==> src/rtl/rx_drop_stat_sched.sv <==
// Per-port frame/drop event accumulator for RX MAC Lite buffers.
// Round-robin schedules saturating per-port reports onto one valid/ready output.
module rx_drop_stat_sched #(
    parameter int unsigned PORTS   = 2,
    parameter int unsigned REGIONS = 4,
    parameter int unsigned CNT_W   = 16,
    localparam int unsigned PW     = (PORTS > 1) ? $clog2(PORTS) : 1
) (
    input  logic                       i_clk,
    input  logic                       i_rst_n,
    input  logic [PORTS*REGIONS-1:0]   i_evt_eof,
    input  logic [PORTS*REGIONS-1:0]   i_evt_drop,
    input  logic                       i_flush,
    output logic [PW-1:0]              o_out_port,
    output logic [CNT_W-1:0]           o_out_frames,
    output logic [CNT_W-1:0]           o_out_drops,
    output logic                       o_out_ovf,
    output logic                       o_out_src_rdy,
    input  logic                       i_out_dst_rdy
);

    logic [CNT_W-1:0] r_acc_f [PORTS];
    logic [CNT_W-1:0] r_acc_d [PORTS];
    logic [PORTS-1:0] r_ovf;
    logic [PW-1:0]    r_rr_ptr;
    logic [PW-1:0]    r_out_port;
    logic [CNT_W-1:0] r_out_frames;
    logic [CNT_W-1:0] r_out_drops;
    logic             r_out_ovf;
    logic             r_out_src_rdy;

    logic [CNT_W-1:0] w_inc_f [PORTS];
    logic [CNT_W-1:0] w_inc_d [PORTS];
    logic [CNT_W:0]   w_sum_f [PORTS];
    logic [CNT_W:0]   w_sum_d [PORTS];
    logic [CNT_W-1:0] w_nxt_f [PORTS];
    logic [CNT_W-1:0] w_nxt_d [PORTS];
    logic [PORTS-1:0] w_sat;
    logic [PORTS-1:0] w_nz;
    logic             w_found;
    logic [PW-1:0]    w_gnt;
    logic             w_load;
    logic             w_grant;

    always_comb begin
        for (int unsigned p = 0; p < PORTS; p++) begin
            w_inc_f[p] = '0;
            w_inc_d[p] = '0;
            for (int unsigned r = 0; r < REGIONS; r++) begin
                w_inc_f[p] = w_inc_f[p] + CNT_W'(i_evt_eof[p*REGIONS+r]);
                w_inc_d[p] = w_inc_d[p]
                             + CNT_W'(i_evt_eof[p*REGIONS+r] & i_evt_drop[p*REGIONS+r]);
            end
        end
    end

    // Carry out of the widened sum marks lost counts: clip and flag overflow.
    always_comb begin
        for (int unsigned p = 0; p < PORTS; p++) begin
            w_sum_f[p] = {1'b0, r_acc_f[p]} + {1'b0, w_inc_f[p]};
            w_sum_d[p] = {1'b0, r_acc_d[p]} + {1'b0, w_inc_d[p]};
            w_nxt_f[p] = w_sum_f[p][CNT_W] ? '1 : w_sum_f[p][CNT_W-1:0];
            w_nxt_d[p] = w_sum_d[p][CNT_W] ? '1 : w_sum_d[p][CNT_W-1:0];
            w_sat[p]   = w_sum_f[p][CNT_W] | w_sum_d[p][CNT_W];
            w_nz[p]    = |r_acc_f[p];
        end
    end

    // Search order is rr_ptr+1, rr_ptr+2, ... wrapping back to rr_ptr itself last.
    always_comb begin
        w_found = 1'b0;
        w_gnt   = '0;
        for (int unsigned i = 1; i <= PORTS; i++) begin
            for (int unsigned q = 0; q < PORTS; q++) begin
                if (!w_found && w_nz[q] && (q == (32'(r_rr_ptr) + i) % PORTS)) begin
                    w_found = 1'b1;
                    w_gnt   = PW'(q);
                end
            end
        end
    end

    assign w_load  = ~r_out_src_rdy | i_out_dst_rdy;
    assign w_grant = w_load & w_found & ~i_flush;

    always_ff @(posedge i_clk or negedge i_rst_n) begin
        if (!i_rst_n) begin
            for (int unsigned p = 0; p < PORTS; p++) begin
                r_acc_f[p] <= '0;
                r_acc_d[p] <= '0;
            end
            r_ovf         <= '0;
            r_rr_ptr      <= '0;
            r_out_port    <= '0;
            r_out_frames  <= '0;
            r_out_drops   <= '0;
            r_out_ovf     <= 1'b0;
            r_out_src_rdy <= 1'b0;
        end else begin
            for (int unsigned p = 0; p < PORTS; p++) begin
                if (i_flush) begin
                    r_acc_f[p] <= '0;
                    r_acc_d[p] <= '0;
                    r_ovf[p]   <= 1'b0;
                end else if (w_grant && (w_gnt == PW'(p))) begin
                    // Snapshot leaves; this cycle's events start the next interval.
                    r_acc_f[p] <= w_inc_f[p];
                    r_acc_d[p] <= w_inc_d[p];
                    r_ovf[p]   <= 1'b0;
                end else begin
                    r_acc_f[p] <= w_nxt_f[p];
                    r_acc_d[p] <= w_nxt_d[p];
                    r_ovf[p]   <= r_ovf[p] | w_sat[p];
                end
            end
            if (w_load) begin
                r_out_src_rdy <= w_grant;
                if (w_grant) begin
                    r_out_port   <= w_gnt;
                    r_out_frames <= r_acc_f[w_gnt];
                    r_out_drops  <= r_acc_d[w_gnt];
                    r_out_ovf    <= r_ovf[w_gnt];
                    r_rr_ptr     <= w_gnt;
                end
            end
        end
    end

    assign o_out_port    = r_out_port;
    assign o_out_frames  = r_out_frames;
    assign o_out_drops   = r_out_drops;
    assign o_out_ovf     = r_out_ovf;
    assign o_out_src_rdy = r_out_src_rdy;

endmodule

==> config.mk <==
export PLATFORM = sky130hd
export DESIGN_NAME = rx_drop_stat_sched
export DESIGN_NICKNAME = d
export VERILOG_FILES = /design/src/rtl/rx_drop_stat_sched.sv
export SDC_FILE = /design/constraint.sdc
export NUM_CORES = 1
export LEC_CHECK = 0
export CORE_MARGIN = 10
export CORE_UTILIZATION = 52
export DETAILED_ROUTE_END_ITERATION = 12
export GPL_ROUTABILITY_DRIVEN = 0
export PLACE_DENSITY = 0.76
export SLEW_MARGIN = 15
export SYNTH_ARGS = -nofsm -noshare
export SYNTH_HDL_FRONTEND = slang
export SYNTH_SLANG_ARGS = --single-unit
export TNS_END_PERCENT = 20
==> constraint.sdc <==
create_clock -name i_clk -period 1.95 [get_ports i_clk]
set_input_delay 0.2925 -clock i_clk [delete_from_list [all_inputs] [get_ports i_clk]]
set_output_delay 0.2925 -clock i_clk [all_outputs]
set_load 0.01 [all_outputs]
==> results of run 1 <==
## final timing paths
check,from,to,slack [ns]
max reg2reg,r_acc_f[8]$_DFF_PN0_,r_acc_d[18]$_DFF_PN0_,-0.23
max,i_evt_eof[1],r_acc_f[27]$_DFF_PN0_,-0.39
min,i_rst_n,r_acc_f[12]$_DFF_PN0_,0.42
min reg2reg,o_out_drops[15]$_DFFE_PN0P_,o_out_drops[15]$_DFFE_PN0P_,0.52
max in group asynchronous,i_rst_n,o_out_src_rdy$_DFFE_PN0P_,0.97
min in group i_clk,o_out_drops[15]$_DFFE_PN0P_,o_out_drops[15]$_DFFE_PN0P_,0.52
## cell usage in the layout (no fill, tap or decap), drive strengths merged, types with 4 or more instances in the layout
master / n
buf: 127
dfrtp: 101
clkdlybuf4s50: 41
a21oi: 41
a221o: 33
a31oi: 30
inv: 29
and3: 26
nand2: 26
and4: 24
ha: 20
xor2: 19
nand3: 19
xnor2: 15
o21ai: 14
nor3: 12
nor4: 12
clkbuf: 10
nor2b: 10
nand4: 9
a211oi: 9
nor2: 8
fa: 8
o2111ai: 7
o211ai: 6
o41ai: 6
or3: 5
a31o: 5
a21o: 4
o21a: 4
a41o: 4
## worst max-delay path, delay by kind of cell
family	cells	cell delay, ns
adders and majority gates	4	1.38
AOI/OAI and AO/OA	2	0.38
buffers and inverters	3	0.31
and+or+nand+nor	2	0.24
## power breakdown
part | internal [W] | switching, W | leakage (nW) | total, W
Sequential | 0.00230 | 0.000274 | 1.39 | 0.00257
Clock | 0.00101 | 0.000839 | 0.143 | 0.00184
Combinational | 0.00153 | 0.00180 | 1.94 | 0.00333
## sequential cells by signal (all words and copies together) (netlist names)
signal and count:
o_out_ovf 1, o_out_port 1, r_acc_d 32, o_out_frames 16, o_out_src_rdy 1, o_out_drops 16
r_ovf 2, r_acc_f 32
## timing repair
action,CTS,global route
hold buffers,1,0
setup endpoints to repair,98,100
pin swaps,41,37
hold endpoints to repair,32,0
buffers inserted,3,5
gates resized for setup,105,70
cloned,1,0
## layer usage
metal,share of wire [%],GRT usage (%),vias up
met5,0,0,-
met4,2.7,8.51,0
met3,6.8,3.23,48
met2,48,33.6,285
met1,42,29.2,2814
li1,-,-,2482
## layout make-up
cell class	count	share of cell area (%)
multi-input cells	401	44.6
flip-flops and latches	101	30.2
repair buffers	169	18.3
clock buffers	10	2.74
well taps	140	2.09
inverters	28	1.32
clock inverters	6	0.822
## through the flow
| step | setup TNS, ns | hold slack, ns | cells | power (W) |
|---|---|---|---|---|
| final | -21.49 | 0.420 | 855 | 0.00775 |
| after detailed placement | -87.33 | 0.277 | 829 | 0.00520 |
| after global placement | -80.77 | 0.272 | 829 | 0.00511 |
| after global routing | -26.70 | 0.472 | 855 | 0.00811 |
| after CTS | -19.16 | 0.433 | 850 | 0.00723 |
| after floorplan | -37.68 | -0.00309 | 561 | 0.00414 |
## cell families after synthesis
family | Yosys count | share of synthesized area, %
compound gates | 173 | 21.8
mux | 1 | 0.172
flops | 101 | 43.3
xor+xnor | 34 | 5.10
buf+inv | 60 | 4.85
fa+ha+maj | 28 | 7.03
simple gates | 164 | 17.8
==> results.yml, run 1 <==
power_and_ir_drop:
  ir_drop_mv: 0.664
  powerDensity_nw_per_um2: 926
  p_leak_nw: 3.47
finish:
  seqCellArea_um2: 2530
  multi_input_area_um2: 3730
  drive_above_1_share_pct: 35.7
  insertedDiodeCount: 0
  fin_util_pct: 76.5
  final_cell_area_um2: 8370
  nets: 758
  areaGrowthSynthToFinish_pct: 43.4
  fill_cells: 664
die:
  core-area_um2: 10900
  fp-row-count: 38
  die_y_um: 126
  die_area_um2: 15900
  die_width_um: 126
  io_pins: 55
  start_util_pct: 53.4
yosys:
  ys_seq_elements: 101
  synthTopCellsByArea: "dfrtp_1, a221o_1, ha_1"
  ys_warn_count: 0
  synthTopCellsByCount: "dfrtp_1, a21oi_1, a221o_1"
  yosysSeqAreaShare_pct: 43.3
  avgSynthCellArea_um2: 10.4
  yosys.area.top_type_share_pct: 43.3
  synthArstFlopShare_pct: 100
  syn_nets: 609
  yosysUniqueCellTypes: 54
  synth_top_area_cell: "dfrtp_1"
  yosysMostFrequentCell: "dfrtp_1"
  synth_cells: 561
  synth_ff_type: "dfrtp_1"
  synth_edf_count: 0
  netlist_area_um2: 5830
global_routing:
  grt_util_all_layers_pct: 21.5
  grt_max_degree: 37
  grt_pass1_wl_um: 28500
  grt_antenna_before_repair: 0
  grt_pass1_vias: 5453
  grt-ovfl-total: 0
flow_run:
  drv_cap: 0
clock_tree:
  cts_buffers: 9
  cts_tree: "yes"
  max-clock-path-buffers: 2
  cts_sinks: 101
  clk_latency_ns: 0.36
  cts_root_buf: "clkbuf_16"
  ctsHtreeMaxLevel: 3
  clk_pin_slew_ns: 0.07
detailed_routing:
  wl_um: 18600
  dr.pass1.iters: 5
  vias: 5629
  ant_nets: 0
  drc_errors: 0
  viasPerCell: 6.58
  first_iter_violations: 611
  wl_per_cell_um: 21.8
place:
  portBuffers: 54
  postPlaceCellArea_um2: 7380
  hpwl_um: 11900
  place_ws_ns: -1.35
timing:
  setup_viol: 67
  hold_viol: 0
  rsz0062_at_grt: "true"
  worst_slew_pin_slew_ns: 0.650
  drv_slew: 0
  max_freq_mhz: 427
  relSlewSlack_pct: 56.1
  period_share_pct: 120
  setup_slack_ns: -0.392
  finalWorstPathRequiredPeriod_ns: 2.34
  finClkSkew_ns: 0.0104
setup_path:
  max_stage_delay_ns: 0.53
  setup.worst_path.end_class: "register"
  required_ns: 2.22
  worstPathCellList: "buf_8 > fa_1 > ha_4 > ha_4 > inv_2 > fa_2 > nor2b_2 > o21a_1 > nand2_2 > buf_12 > a21oi_1"
  crit_path_top_delay_cell: "fa_1"
  crit_top_cell: "ha_4"
  r2r_cells: 5
  crit_type: "in -> reg"
  arrival_ns: 2.61
  cp_max_fo: 13
  startpoint_type: "input port"
worst_hold_path:
  hold_class: "in -> async"
run_status:
  violations: "negative setup slack"
  status: "finished with violations"
(Power assumes the default switching activity.)
==> run 2: changes to the inputs <==
CELL_PAD_IN_SITES_DETAIL_PLACEMENT = 0   (was not set)
CELL_PAD_IN_SITES_GLOBAL_PLACEMENT = 1   (was not set)
CORE_UTILIZATION = 35   (was 52)
PLACE_DENSITY = not set   (was 0.76)
PLACE_DENSITY_LB_ADDON = 0.1   (was not set)
==> results.yml, run 2 (same netlist as run 1, synthesis figures left out) <==
global_routing:
  grt_util_all_layers_pct: 15.8
  grt_pass1_wl_um: 28200
  grt_pass1_vias: 5028
  grt_antenna_before_repair: 0
  grt_max_degree: 37
  grt-ovfl-total: 0
die:
  start_util_pct: 35.4
  die_area_um2: 22200
  die_width_um: 149
  fp-row-count: 47
  die_y_um: 149
  io_pins: 55
  core-area_um2: 16500
finish:
  insertedDiodeCount: 0
  final_common_cell: "buf_4"
  layoutNonFillerInstCount: 942
  drive_above_1_share_pct: 37.0
  areaGrowthSynthToFinish_pct: 46.4
  reg.largest.list: "r_acc_d (32), r_acc_f (32)"
  nets: 765
  layout_common_cells: "buf_4, dfrtp_1, clkdlybuf4s50_1, a221o_1, a21oi_2"
detailed_routing:
  dr.pass1.iters: 6
  wl_per_cell_um: 18.7
  ant_nets: 0
  wl_um: 17600
  viasPerCell: 5.42
  drc_errors: 0
  first_iter_violations: 308
  vias: 5101
run_status:
  violations: "negative setup slack"
  status: "finished with violations"
worst_hold_path:
  hold_class: "in -> async"
power_and_ir_drop:
  finalPower_w: 0.00759
  p_leak_nw: 3.52
  powerDensity_nw_per_um2: 888
  ir_drop_mv: 0.539
timing:
  setup_viol: 70
  drv_slew: 0
  finalWorstPathRequiredPeriod_ns: 2.28
  finClkSkew_ns: 0.0111
  period_share_pct: 117
  hold_viol: 0
  setup_slack_ns: -0.333
  relSlewSlack_pct: 62.8
  max_freq_mhz: 438
  worst_slew_pin_slew_ns: 0.556
  rsz0062_at_grt: "true"
place:
  dp.cells: 920
  portBuffers: 54
  hpwl_um: 13000
setup_path:
  r2r_end: "r_acc_f[26]$_DFF_PN0_"
  arrival_ns: 2.56
  required_ns: 2.23
  crit_type: "in -> reg"
  crit_end: "r_acc_d[1]$_DFF_PN0_"
  rr_startpoint: "r_acc_f[14]$_DFF_PN0_"
  ff2ff_setup_slack_ns: -0.12
  cp_max_fo: 5
  startpoint_type: "input port"
  worstSetupStartpoint: "i_evt_eof[4]"
  setup.worst_path.end_class: "register"
  r2r_cells: 6
clock_tree:
  cts_sinks: 101
  cts_root_buf: "clkbuf_16"
  clk_pin_slew_ns: 0.08
  ctsHtreeMaxLevel: 3
  cts_tree: "yes"
  clk_latency_ns: 0.36
  max-clock-path-buffers: 2
  cts_buffers: 9
flow_run:
  drv_cap: 0
run 2: metal layers:
layer	GRT usage, %	routed length (um)	part of all wire, %	vias up
met4	2.65	116	0.66	0
met2	22.7	7900	45	71
li1	-	-	-	2491
met5	0	0	0	-
met1	23.7	8960	51	2531
met3	3.82	645	3.7	8
run 2: worst min path at each step:
stage / cells after the start / end / from / slack (ns)
2_1_floorplan: 0 / o_out_drops[0]$_DFFE_PN0P_ / i_rst_n / -0.003
3_3_place_gp: 1 / r_acc_f[31]$_DFF_PN0_ / i_rst_n / 0.20
3_5_place_dp: 1 / r_acc_f[31]$_DFF_PN0_ / i_rst_n / 0.20
4_1_cts: 2 / o_out_frames[14]$_DFFE_PN0P_ / i_rst_n / 0.38
5_1_grt: 2 / o_out_frames[14]$_DFFE_PN0P_ / i_rst_n / 0.40
6_report: 2 / r_acc_f[30]$_DFF_PN0_ / i_rst_n / 0.37
run 2: what timing repair did:
item,in CTS,in global routing
setup buffers,2,1
gates cloned,1,1
pin swaps,40,54
setup endpoints to repair,99,100
hold buffers,1,0
endpoints found under the hold margin,16,0
gates resized for setup,101,74
run 2: critical path, stage by stage:
cell and delay, ns:
buf_8 0.08, nand2_4 0.04, fa_1 0.54, inv_2 0.05, ha_4 0.15, ha_4 0.29, inv_4 0.03, fa_2 0.36
nor2b_4 0.13, o21a_1 0.15, nand3_2 0.13, buf_6 0.17, a31oi_1 0.14
run 2: metrics by stage:
step / setup TNS (ns) / hold WS, ns / setup slack [ns] / utilization, % / instance area, um^2
global placement: -82.89 / 0.200 / -1.25 / 46.0 / 7580
CTS: -19.19 / 0.376 / -0.342 / 49.2 / 8100
detailed placement: -86.26 / 0.199 / -1.31 / 46.0 / 7580
global route: -26.61 / 0.401 / -0.459 / 51.9 / 8540
finish: -17.49 / 0.368 / -0.333 / 51.9 / 8540
floorplan: -37.68 / -0.00309 / -0.669 / - / 6010
run 2: where the power goes:
part / total, W / internal [W] / leakage, nW / switching, W
Clock: 0.00175 / 0.000879 / 0.133 / 0.000872
Combinational: 0.00328 / 0.00153 / 2.00 / 0.00175
Sequential: 0.00255 / 0.00230 / 1.39 / 0.000255
run 2: final cells by class:
type                            count  area, um^2
Sequential cell                   101        2530
Tap cell                          220         275
Clock buffer                       10         229
Inverter                           28         110
Timing Repair Buffer              177        1620
Clock inverter                      6        47.5
Fill cell                        1493        7920
Multi-Input combinational cell    400        3730
